[src/rtl/ifu_fetch.sv]
// Instruction fetch stage: keeps the PC, issues one imem request at a time,
// and presents the fetched word to decode until it retires.
module ifu_fetch #(
  parameter logic [31:0] RESET_PC    = 32'h8000_0000,
  parameter int unsigned TIMEOUT_CYC = 255
) (
  input  logic        clk,
  input  logic        rst,
  output logic        imem_req_valid,
  input  logic        imem_req_ready,
  output logic [31:0] imem_addr,
  input  logic        imem_rsp_valid,
  input  logic [31:0] imem_rsp_data,
  output logic        inst_valid,
  input  logic        inst_ready,
  output logic [31:0] inst,
  output logic [31:0] inst_pc,
  input  logic        jump,
  input  logic [31:0] jump_addr,
  output logic        fetch_err
);

  typedef enum logic [2:0] {
    S_IDLE,
    S_REQ,
    S_WAIT,
    S_HOLD,
    S_ERR
  } state_t;

  localparam logic [15:0] CNT_LAST = 16'(TIMEOUT_CYC - 1);

  state_t      state_q, state_d;
  logic [31:0] pc_q, pc_d;
  logic [31:0] inst_q, inst_d;
  logic [15:0] wait_cnt_q, wait_cnt_d;
  logic        err_q, err_d;
  logic        req_valid_q;
  logic        inst_valid_q;

  always_comb begin
    state_d    = state_q;
    pc_d       = pc_q;
    inst_d     = inst_q;
    wait_cnt_d = wait_cnt_q;
    err_d      = err_q;
    case (state_q)
      S_IDLE: state_d = S_REQ;
      S_REQ: begin
        if (imem_req_ready) begin
          state_d    = S_WAIT;
          wait_cnt_d = '0;
        end
      end
      S_WAIT: begin
        if (imem_rsp_valid) begin
          inst_d  = imem_rsp_data;
          state_d = S_HOLD;
        end else if (wait_cnt_q == CNT_LAST) begin
          state_d = S_ERR;
          err_d   = 1'b1;
        end else begin
          wait_cnt_d = wait_cnt_q + 16'd1;
        end
      end
      S_HOLD: begin
        if (inst_ready) begin
          // A misaligned redirect leaves the PC on the faulting instruction.
          if (jump && (jump_addr[1:0] != 2'b00)) begin
            state_d = S_ERR;
            err_d   = 1'b1;
          end else begin
            pc_d    = jump ? jump_addr : pc_q + 32'd4;
            state_d = S_REQ;
          end
        end
      end
      S_ERR:   state_d = S_ERR;
      default: state_d = S_IDLE;
    endcase
  end

  // Valid outputs are registered from the next state so no input reaches an output.
  always_ff @(posedge clk) begin
    if (rst) begin
      state_q      <= S_IDLE;
      pc_q         <= RESET_PC;
      inst_q       <= '0;
      wait_cnt_q   <= '0;
      err_q        <= 1'b0;
      req_valid_q  <= 1'b0;
      inst_valid_q <= 1'b0;
    end else begin
      state_q      <= state_d;
      pc_q         <= pc_d;
      inst_q       <= inst_d;
      wait_cnt_q   <= wait_cnt_d;
      err_q        <= err_d;
      req_valid_q  <= (state_d == S_REQ);
      inst_valid_q <= (state_d == S_HOLD);
    end
  end

  assign imem_req_valid = req_valid_q;
  assign imem_addr      = pc_q;
  assign inst_valid     = inst_valid_q;
  assign inst           = inst_q;
  assign inst_pc        = pc_q;
  assign fetch_err      = err_q;

endmodule

[config.mk]
export PLATFORM = sky130hd
export DESIGN_NAME = ifu_fetch
export DESIGN_NICKNAME = d
export VERILOG_FILES = /design/src/rtl/ifu_fetch.sv
export SDC_FILE = /design/constraint.sdc
export NUM_CORES = 1
export LEC_CHECK = 0
export ABC_AREA = 1
export BUFFER_PORTS_ARGS = -buffer_cell sky130_fd_sc_hd__buf_2
export CORE_AREA = 5 5 101 103
export CTS_CLUSTER_DIAMETER = 150
export CTS_CLUSTER_SIZE = 16
export DETAILED_ROUTE_END_ITERATION = 8
export DIE_AREA = 0 0 106 108
export PLACE_DENSITY = 0.81
export SLEW_MARGIN = 20
export SYNTH_ARGS = -nofsm -noshare
export SYNTH_HDL_FRONTEND = slang
export SYNTH_SLANG_ARGS = --single-unit
[constraint.sdc]
create_clock -name clk -period 3.03 [get_ports clk]
set_input_delay 0.1515 -clock clk [delete_from_list [all_inputs] [get_ports clk]]
set_output_delay 0.1515 -clock clk [all_outputs]
set_load 0.02 [all_outputs]
==> metrics.sh, run 1 <==
CLOCK_INSERTION_DELAY_WORST_SKEW_PS=360
TRITONCTS.NUM_BUFFERS=9
CHIPWIDTH_UM=106
FINAL-HOLD-VIOLATION-COUNT=0
TIMING.HOLD.WS_PS=8.672
SYN_AREA_UM2=4955
R2R_END='imem_req_valid'
REGTOREGSTARTPOINT='state_q[2]'
FLOORPLAN.INITIALDENSITY_PCT=54.40
HOLD_BUFFER_COUNT_AT_CTS=0
STD_CELL_ROWS=35
POST-LAYOUT-TOTAL-POWER_W=0.002462
SYNTH-EDFF-COUNT=0
POSTSYNTH.ASYNCRESETSHARE_PCT=0
ANTENNADIODECOUNT=0
CRITPATHTOPFAMILY='simple AND/OR/NAND/NOR gates'
SYNTH-SEQ-AREA-SHARE_PCT=34.75
HOLD_PATH.CLASS='in2reg'
SYNTH-WARNING-COUNT=0
WORST-SETUP-PATH-TYPE='reg2reg'
IO_BUFFERS=168
MIN-DELAY-START='jump_addr[6]'
GRT_PASS1_WL_UM=22140
MAXCAPVIOLATIONS=0
LAYOUT-DRIVE-GT1-SHARE_PCT=22.98
DP_HPWL_UM=9913
BOUNDARYPINS=169
WORSTHOLDENDPOINT='imem_addr[6]'
FLOORPLAN.DIE.HEIGHT_UM=108
TIMING.HOLD.WORST_PATH_DEPTH=3
POSTROUTEANTENNANETS=0
CRIT_TOP_CELL='inv_2'
CRITICAL_PATH.N_BUFFERS_INVERTERS=2
PLACEABLECOREAREA_UM2=9109
CLK_TRANSITION_REPORTED_PATHS_PS=100
DETAIL_ROUTE.ITER0.VIOLATIONS=249
NETLIST_TOP_CELLS_AREA='dfxtp_1, nand2_1, nor2_1, buf_4, nand3_1'
TIMING.MAX_SLEW.REL_SLACK_PCT=31.82
GRT_START_MAX_NET_PINS=47
NETLIST.TOP_CELL.BY_AREA='dfxtp_1'
CTS_SINKS=86
CRIT_PATH_LAUNCH_TYPE='register'
POSTSYNTHREGISTERBITS=86
SYNTH_NET_COUNT=860
VIAS_PER_CELL=5.109
WORSTPATHARRIVAL_PS=2350
POST-ROUTE-CELL-AREA_UM2=5771
ANTENNA_VIOLATIONS_BEFORE_REPAIR=0
SYN_TO_FINAL_GROWTH_PCT=16.46
R2R_CELLS=8
SYNTHDISTINCTLIBCELLS=37
DRT-PASS1-ITER-COUNT=5
YOSYSMOSTFREQUENTCELL='nand2_1'
H-TREE-DEPTH=3
VIA_COUNT_OF_THE_FIRST_GLOBAL_ROUTING_PASS=4700
CTS_RESIZED=0
MAIN_FLOP_TYPE_AFTER_SYNTHESIS='dfxtp_1'
WORSTPATHREQUIRED_PS=3320
FINAL_TNS_SETUP_PS=0
IRDROPWORSTVDD_V=0.0002946
GRT_SETUP_UNREPAIRED='false'
DETAILROUTE.VIA_COUNT=5237
YOSYS.AREA.TOP_TYPE_SHARE_PCT=34.75
DIE_AREA_UM2=11450
GRT_REMAINING_OVERFLOW=0
SYNTH_AREA_PER_CELL_UM2=6.296
POST_DP_CELL_AREA_UM2=5569
WIRE_PER_INST_UM=13.11
CELLPOWERDENSITY_nW_PER_UM2=426.6
TIMING.CRITICAL_PATH.CELLS='inv_2 > nand2_1 > nor2_4 > nand2_2 > inv_2 > a21oi_1 > nand3_1 > nor3_1'
GRT_USE_TOTAL_PCT=23.57
FIN_NETS=982
LAYOUT_MIN_CYCLE_TIME_PS=2063
CELL_AT_THE_ROOT_OF_THE_CLOCK_TREE='clkbuf_8'
FINAL_MAX_SLEW_VIOL_COUNT=0
FINAL.SETUP_SKEW_PS=15.79
TOTAL_LEAKAGE_POWER_nW=2.468
SETUP.REG_TO_REG.WORST_SLACK_PS=970
FINALCRITPERIODSHARE_PCT=68.10
ROUTE.FINAL.WIRE_LENGTH_UM=13440
NETLIST_INSTANCES=787
POST_CTS.REPAIR.SETUP_BUFFERS=0
FINAL_CORE_UTILIZATION_PCT=63.35
CP_MAX_FO=34
SYNTH_TOP_CELLS_BY_COUNT='nand2_1, nor2_1, dfxtp_1'
WORST_SETUP_PATH_END_KIND='register'
DRC=0
OUTCOME='finished clean'
CTSLONGESTPATHBUFFERS=2
CRIT_PATH_MAX_INCR_DELAY_PS=410
CLOCK.FMAX_MHz=484.6
FINALSETUPVIOLCOUNT=0
ROUTABILITYCONGESTION=0.9430
COUNT_OF_FILLER_CELLS_INSERTED_IN_THE_LAYOUT=925
TRITONCTS='built'
WORST_PIN_SLEW_PS=1022
CP_MAX_STAGE_CELL='nand2_2'
==> per-layer routing <==
| metal | wire (µm) | vias to the layer above | track usage (%) |
|---|---|---|---|
| li1 | - | 2704 | - |
| met2 | 5988 | 194 | 38.16 |
| met1 | 6041 | 2320 | 31.14 |
| met3 | 1171 | 19 | 5.851 |
| met4 | 236 | 0 | 7.216 |
| met5 | 0 | - | 0 |
==> per-stage QoR <==
step / setup slack [ps] / instances
after global placement: 1025 / 1009
after CTS: 950.5 / 1025
after global routing: 698.3 / 1025
final: 966.6 / 1025
after floorplan: 1275 / 787
after detailed placement: 961.7 / 1009
==> power breakdown <==
| group | internal, W | switching, W | leakage (nW) |
|---|---|---|---|
| clock network | 0.000325 | 0.000480 | 0.0979 |
| registers | 0.00118 | 0.0000429 | 0.696 |
| logic | 0.000141 | 0.000289 | 1.67 |
==> flip-flops by register name, indices dropped and copies added (netlist names) <==
register,cells
imem_addr,32
inst,32
wait_cnt_q,16
state_q,3
fetch_err,1
imem_req_valid,1
inst_valid,1
==> placed cells by master, fill, tap and decap left out, types with 9 or more instances in the layout <==
master and count:
o21ai_0 39, inv_1 48, nor2_1 183, nand3_1 49, a21oi_1 40, clkbuf_8 9
buf_2 168, nand2_1 199, dfxtp_1 86
==> tightest hold or removal path, delay by kind of cell <==
| family | cells | cell delay [ps] |
|---|---|---|
| simple gates | 2 | 120 |
| buf+inv | 1 | 80 |
==> cell families (layout without fill, tap and decap cells) <==
logic type                 count (synthesis)  after routing  synth area share, %
AOI/OAI and AO/OA                        102            102                11.16
xor gates and xnor gates                  13             13                2.298
adders and majority gates                  3              3               0.7577
buffers and inverters                    115            242                11.99
DFF                                       86             86                34.75
and+or+nand+nor                          468            468                39.04
==> worst max-delay path by stage <==
stage	slack (ps)	from	to	cells past startpoint
finish	970	state_q[2]	imem_req_valid	8
global route	700	state_q[2]	imem_req_valid	8
CTS	950	state_q[2]	imem_req_valid	8
detailed placement	960	state_q[2]	imem_req_valid	8
global placement	1030	state_q[2]	state_q[1]	9
floorplan	1270	imem_addr[2]	imem_addr[20]	10
==> final cells by class <==
class                           instances  area, µm²  share of cell area (%)
Multi-Input combinational cell        586       2639                   45.73
Sequential cell                        86       1722                   29.84
Timing Repair Buffer                  171      863.3                   14.96
Inverter                               55      206.4                   3.578
Tap cell                              111      138.9                   2.407
Clock buffer                            9      123.9                   2.147
Clock inverter                          7      77.57                   1.344
Note: power is estimated with default switching activity, not from simulation.
==> inputs of run 2 (changes only) <==
- ABC_AREA: 1 -> 0
- CORE_AREA: 5 5 101 103 -> 5 5 102 104
- DIE_AREA: 0 0 106 108 -> 0 0 107 109
- PLACE_DENSITY: 0.81 -> 0.75
- clock period: 3.03 -> 2.1 ns (I/O delays scaled with it)
==> run 2 against run 1 <==
  * Critical path type unchanged
  * First-iteration DRC count rose by 69%
  * Final cell count fell by 15%
  * Setup slack got worse by 840 ps
  * Largest power group unchanged
  * Highest routed layer unchanged
==> metrics.sh, run 2 <==
SETUP.REG_TO_REG.WORST_SLACK_PS=120
GRT_USE_TOTAL_PCT=23.06
DP_HPWL_UM=9609
OUTCOME='finished clean'
SYNTHDISTINCTLIBCELLS=62
NETLIST_TOP_CELLS_AREA='dfxtp_1, nand2_1, a21oi_1, buf_4, nor2_1'
ROUTE.FINAL.WIRE_LENGTH_UM=13690
DETAIL_ROUTE.ITER0.VIOLATIONS=422
DRC=0
CRITICAL_PATH.N_BUFFERS_INVERTERS=1
IRDROPWORSTVDD_V=0.0003569
BOUNDARYPINS=169
VIAS_PER_CELL=5.570
CLK_TRANSITION_REPORTED_PATHS_PS=90
GRT_SETUP_UNREPAIRED='false'
MIN-DELAY-START='jump_addr[19]'
WIRE_PER_INST_UM=15.67
MAXCAPVIOLATIONS=0
FINAL.SETUP_SKEW_PS=8.747
REGTOREGSTARTPOINT='imem_addr[2]'
DETAILROUTE.VIA_COUNT=4868
YOSYS.AREA.TOP_TYPE_SHARE_PCT=37.95
SYNTH_COMPOUND_AREA_SHARE_PCT=18.95
DOMINANT_COMBINATIONAL_CELL_FAMILY_BY_AREA_AFTER_SYNTHESIS='simple AND/OR/NAND/NOR gates'
FINAL_TNS_SETUP_PS=0
TIMING.HOLD.WORST_PATH_DEPTH=2
R2R_CELLS=6
SYNTH_SIMPLE_GATE_AREA_SHARE_PCT=27.41
TRITONCTS='built'
TOTAL_LEAKAGE_POWER_nW=2.492
MUXSHAREOFSYNTHAREA_PCT=1.158
CHIPWIDTH_UM=107
CELL_AT_THE_ROOT_OF_THE_CLOCK_TREE='clkbuf_8'
CRITPATHTOPFAMILY='simple AND/OR/NAND/NOR gates'
FINAL_MAX_SLEW_VIOL_COUNT=0
CRIT_PATH_LAUNCH_TYPE='register'
TIMING.CRITICAL_PATH.CELLS='buf_4 > nand4_1 > nor4_4 > nand2_2 > or4_1 > a31oi_1'
FINAL_COMMON_CELL='buf_2'
FLOORPLAN.DIE.HEIGHT_UM=109
SYNTH_NET_COUNT=642
FINALSETUPVIOLCOUNT=0
CTS_SINKS=86
WORSTHOLDENDPOINT='imem_addr[19]'
DRT-PASS1-ITER-COUNT=5
CTSLONGESTPATHBUFFERS=2
FLOORPLAN.INITIALDENSITY_PCT=47.96
FINALCRITPERIODSHARE_PCT=94.10
YOSYS.AREA_SHARE.ADDER_PCT=0.8274
LAYOUT-DRIVE-GT1-SHARE_PCT=33.42
CRIT_PATH_MAX_INCR_DELAY_PS=500
H-TREE-DEPTH=3
TRITONCTS.NUM_BUFFERS=9
VIA_COUNT_OF_THE_FIRST_GLOBAL_ROUTING_PASS=4663
MAIN_FLOP_TYPE_AFTER_SYNTHESIS='dfxtp_1'
LAYOUT_COMMON_CELLS='buf_2, nand2_1, dfxtp_1'
NETLIST_INSTANCES=569
POST_DP_CELL_AREA_UM2=5405
ANTENNADIODECOUNT=0
POST_CTS.REPAIR.SETUP_BUFFERS=0
POST-ROUTE-CELL-AREA_UM2=5908
HOLD_PATH.CLASS='in2reg'
POSTSYNTH.ASYNCRESETSHARE_PCT=0
NETLIST.TOP_CELL.BY_AREA='dfxtp_1'
CP_MAX_FO=8
TIMING.MAX_SLEW.REL_SLACK_PCT=63.53
WORST_SETUP_PATH_END_KIND='register'
ANTENNA_VIOLATIONS_BEFORE_REPAIR=0
CP_MAX_STAGE_CELL='nor4_4'
WORSTPATHREQUIRED_PS=2390
IO_BUFFERS=168
CLOCK_INSERTION_DELAY_WORST_SKEW_PS=360
PLACEABLECOREAREA_UM2=9459
POSTSYNTHREGISTERBITS=86
LAYOUT_MIN_CYCLE_TIME_PS=1976
GRT_PASS1_WL_UM=21870
WORSTPATHARRIVAL_PS=2260
GRT_REMAINING_OVERFLOW=0
GRT_START_MAX_NET_PINS=52
SYNTH_AREA_PER_CELL_UM2=7.973
CELLPOWERDENSITY_nW_PER_UM2=544.3
WORST-SETUP-PATH-TYPE='reg2reg'
STD_CELL_ROWS=36
R2R_END='imem_addr[27]'
SYN_TO_FINAL_GROWTH_PCT=30.23
WORST_PIN_SLEW_PS=547.1
SYNTH_TOP_CELLS_BY_COUNT='nand2_1, dfxtp_1, a21oi_1'
SYN_AREA_UM2=4537
YOSYS.AREA_SHARE.XOR_XNOR_PCT=3.282
SYNTH-SEQ-AREA-SHARE_PCT=37.95
SYNTH-WARNING-COUNT=0
FINAL-HOLD-VIOLATION-COUNT=0
SYNTH-EDFF-COUNT=0
DIE_AREA_UM2=11660
ROUTABILITYCONGESTION=0.8839
FIN_NETS=828
CLOCK.FMAX_MHz=506.0
POSTROUTEANTENNANETS=0
YOSYSMOSTFREQUENTCELL='nand2_1'
-- run 2: cell types whose count changed after synthesis, sizes merged, moves of 10 or more --
cell	delta
o21ai	-29
o22ai	+10
inv	-44
a21oi	+14
nand2	-96
nor2	-148
a22oi	+12
nand3	-31
-- run 2: kinds of logic after synthesis --
logic type      Yosys count
flops                    86
xor+xnor                 17
compound gates          134
fa+ha+maj                 3
mux                       5
buf+inv                  73
simple gates            251
-- run 2: how the worst max path moves through the flow --
stage | start | cells after the start | endpoint | slack, ps
floorplan | imem_addr[7] | 6 | imem_addr[24] | 10
global placement | imem_addr[3] | 7 | imem_addr[30] | 170
detailed placement | imem_addr[3] | 7 | imem_addr[30] | 120
CTS | imem_addr[3] | 7 | imem_addr[30] | 90
global route | imem_addr[18] | 5 | imem_addr[27] | 30
finish | imem_addr[2] | 6 | imem_addr[27] | 120
-- run 2: power breakdown --
group	switching (W)	internal (W)	total, W
Clock	0.000648	0.000433	0.00108
Combinational	0.000248	0.000192	0.000439
Sequential	0.0000303	0.00167	0.00170
Total	0.000926	0.00229	0.00322
-- run 2: what timing repair did --
action | CTS | global route
hold buffers | 32 | 0
endpoints found under the setup margin | 0 | 5
gates resized for setup | 0 | 3
hold endpoints to repair | 32 | 0
-- run 2: worst reg2reg max path: stages (launching register included) --
cell     delay (ps)
dfxtp_4         370
buf_4           150
nand4_1         170
nor4_4          500
nand2_2         140
or4_1           410
a31oi_1         160
-- run 2: layout make-up --
class,instances,area (µm²)
Fill cell,811,3551
Inverter,8,30.03
Sequential cell,86,1733
Multi-Input combinational cell,410,2369
Tap cell,114,142.6
Clock buffer,9,123.9
Clock inverter,7,48.80
Timing Repair Buffer,240,1461
-- run 2: through the flow --
| stage | setup slack [ps] | instances | utilization (%) | power (W) | hold slack, ps |
|---|---|---|---|---|---|
| 2_1_floorplan | 14.95 | 569 | - | 0.001967 | 241.0 |
| 3_3_place_gp | 166.8 | 826 | 57.14 | 0.002107 | 345.8 |
| 3_5_place_dp | 115.8 | 826 | 57.14 | 0.002117 | 353.0 |
| 4_1_cts | 93.92 | 874 | 62.35 | 0.003228 | 11.82 |
| 5_1_grt | 30.62 | 874 | 62.46 | 0.003365 | 8.960 |
| 6_report | 123.9 | 874 | 62.46 | 0.003216 | 21.32 |
-- run 2: layer usage --
| layer | share of wire (%) | routed length [µm] | global-route usage (%) |
|---|---|---|---|
| met4 | 3.0 | 416 | 9.954 |
| met2 | 49 | 6717 | 39.57 |
| met1 | 40 | 5512 | 27.64 |
| met3 | 7.6 | 1047 | 5.506 |
| met5 | 0 | 0 | 0 |
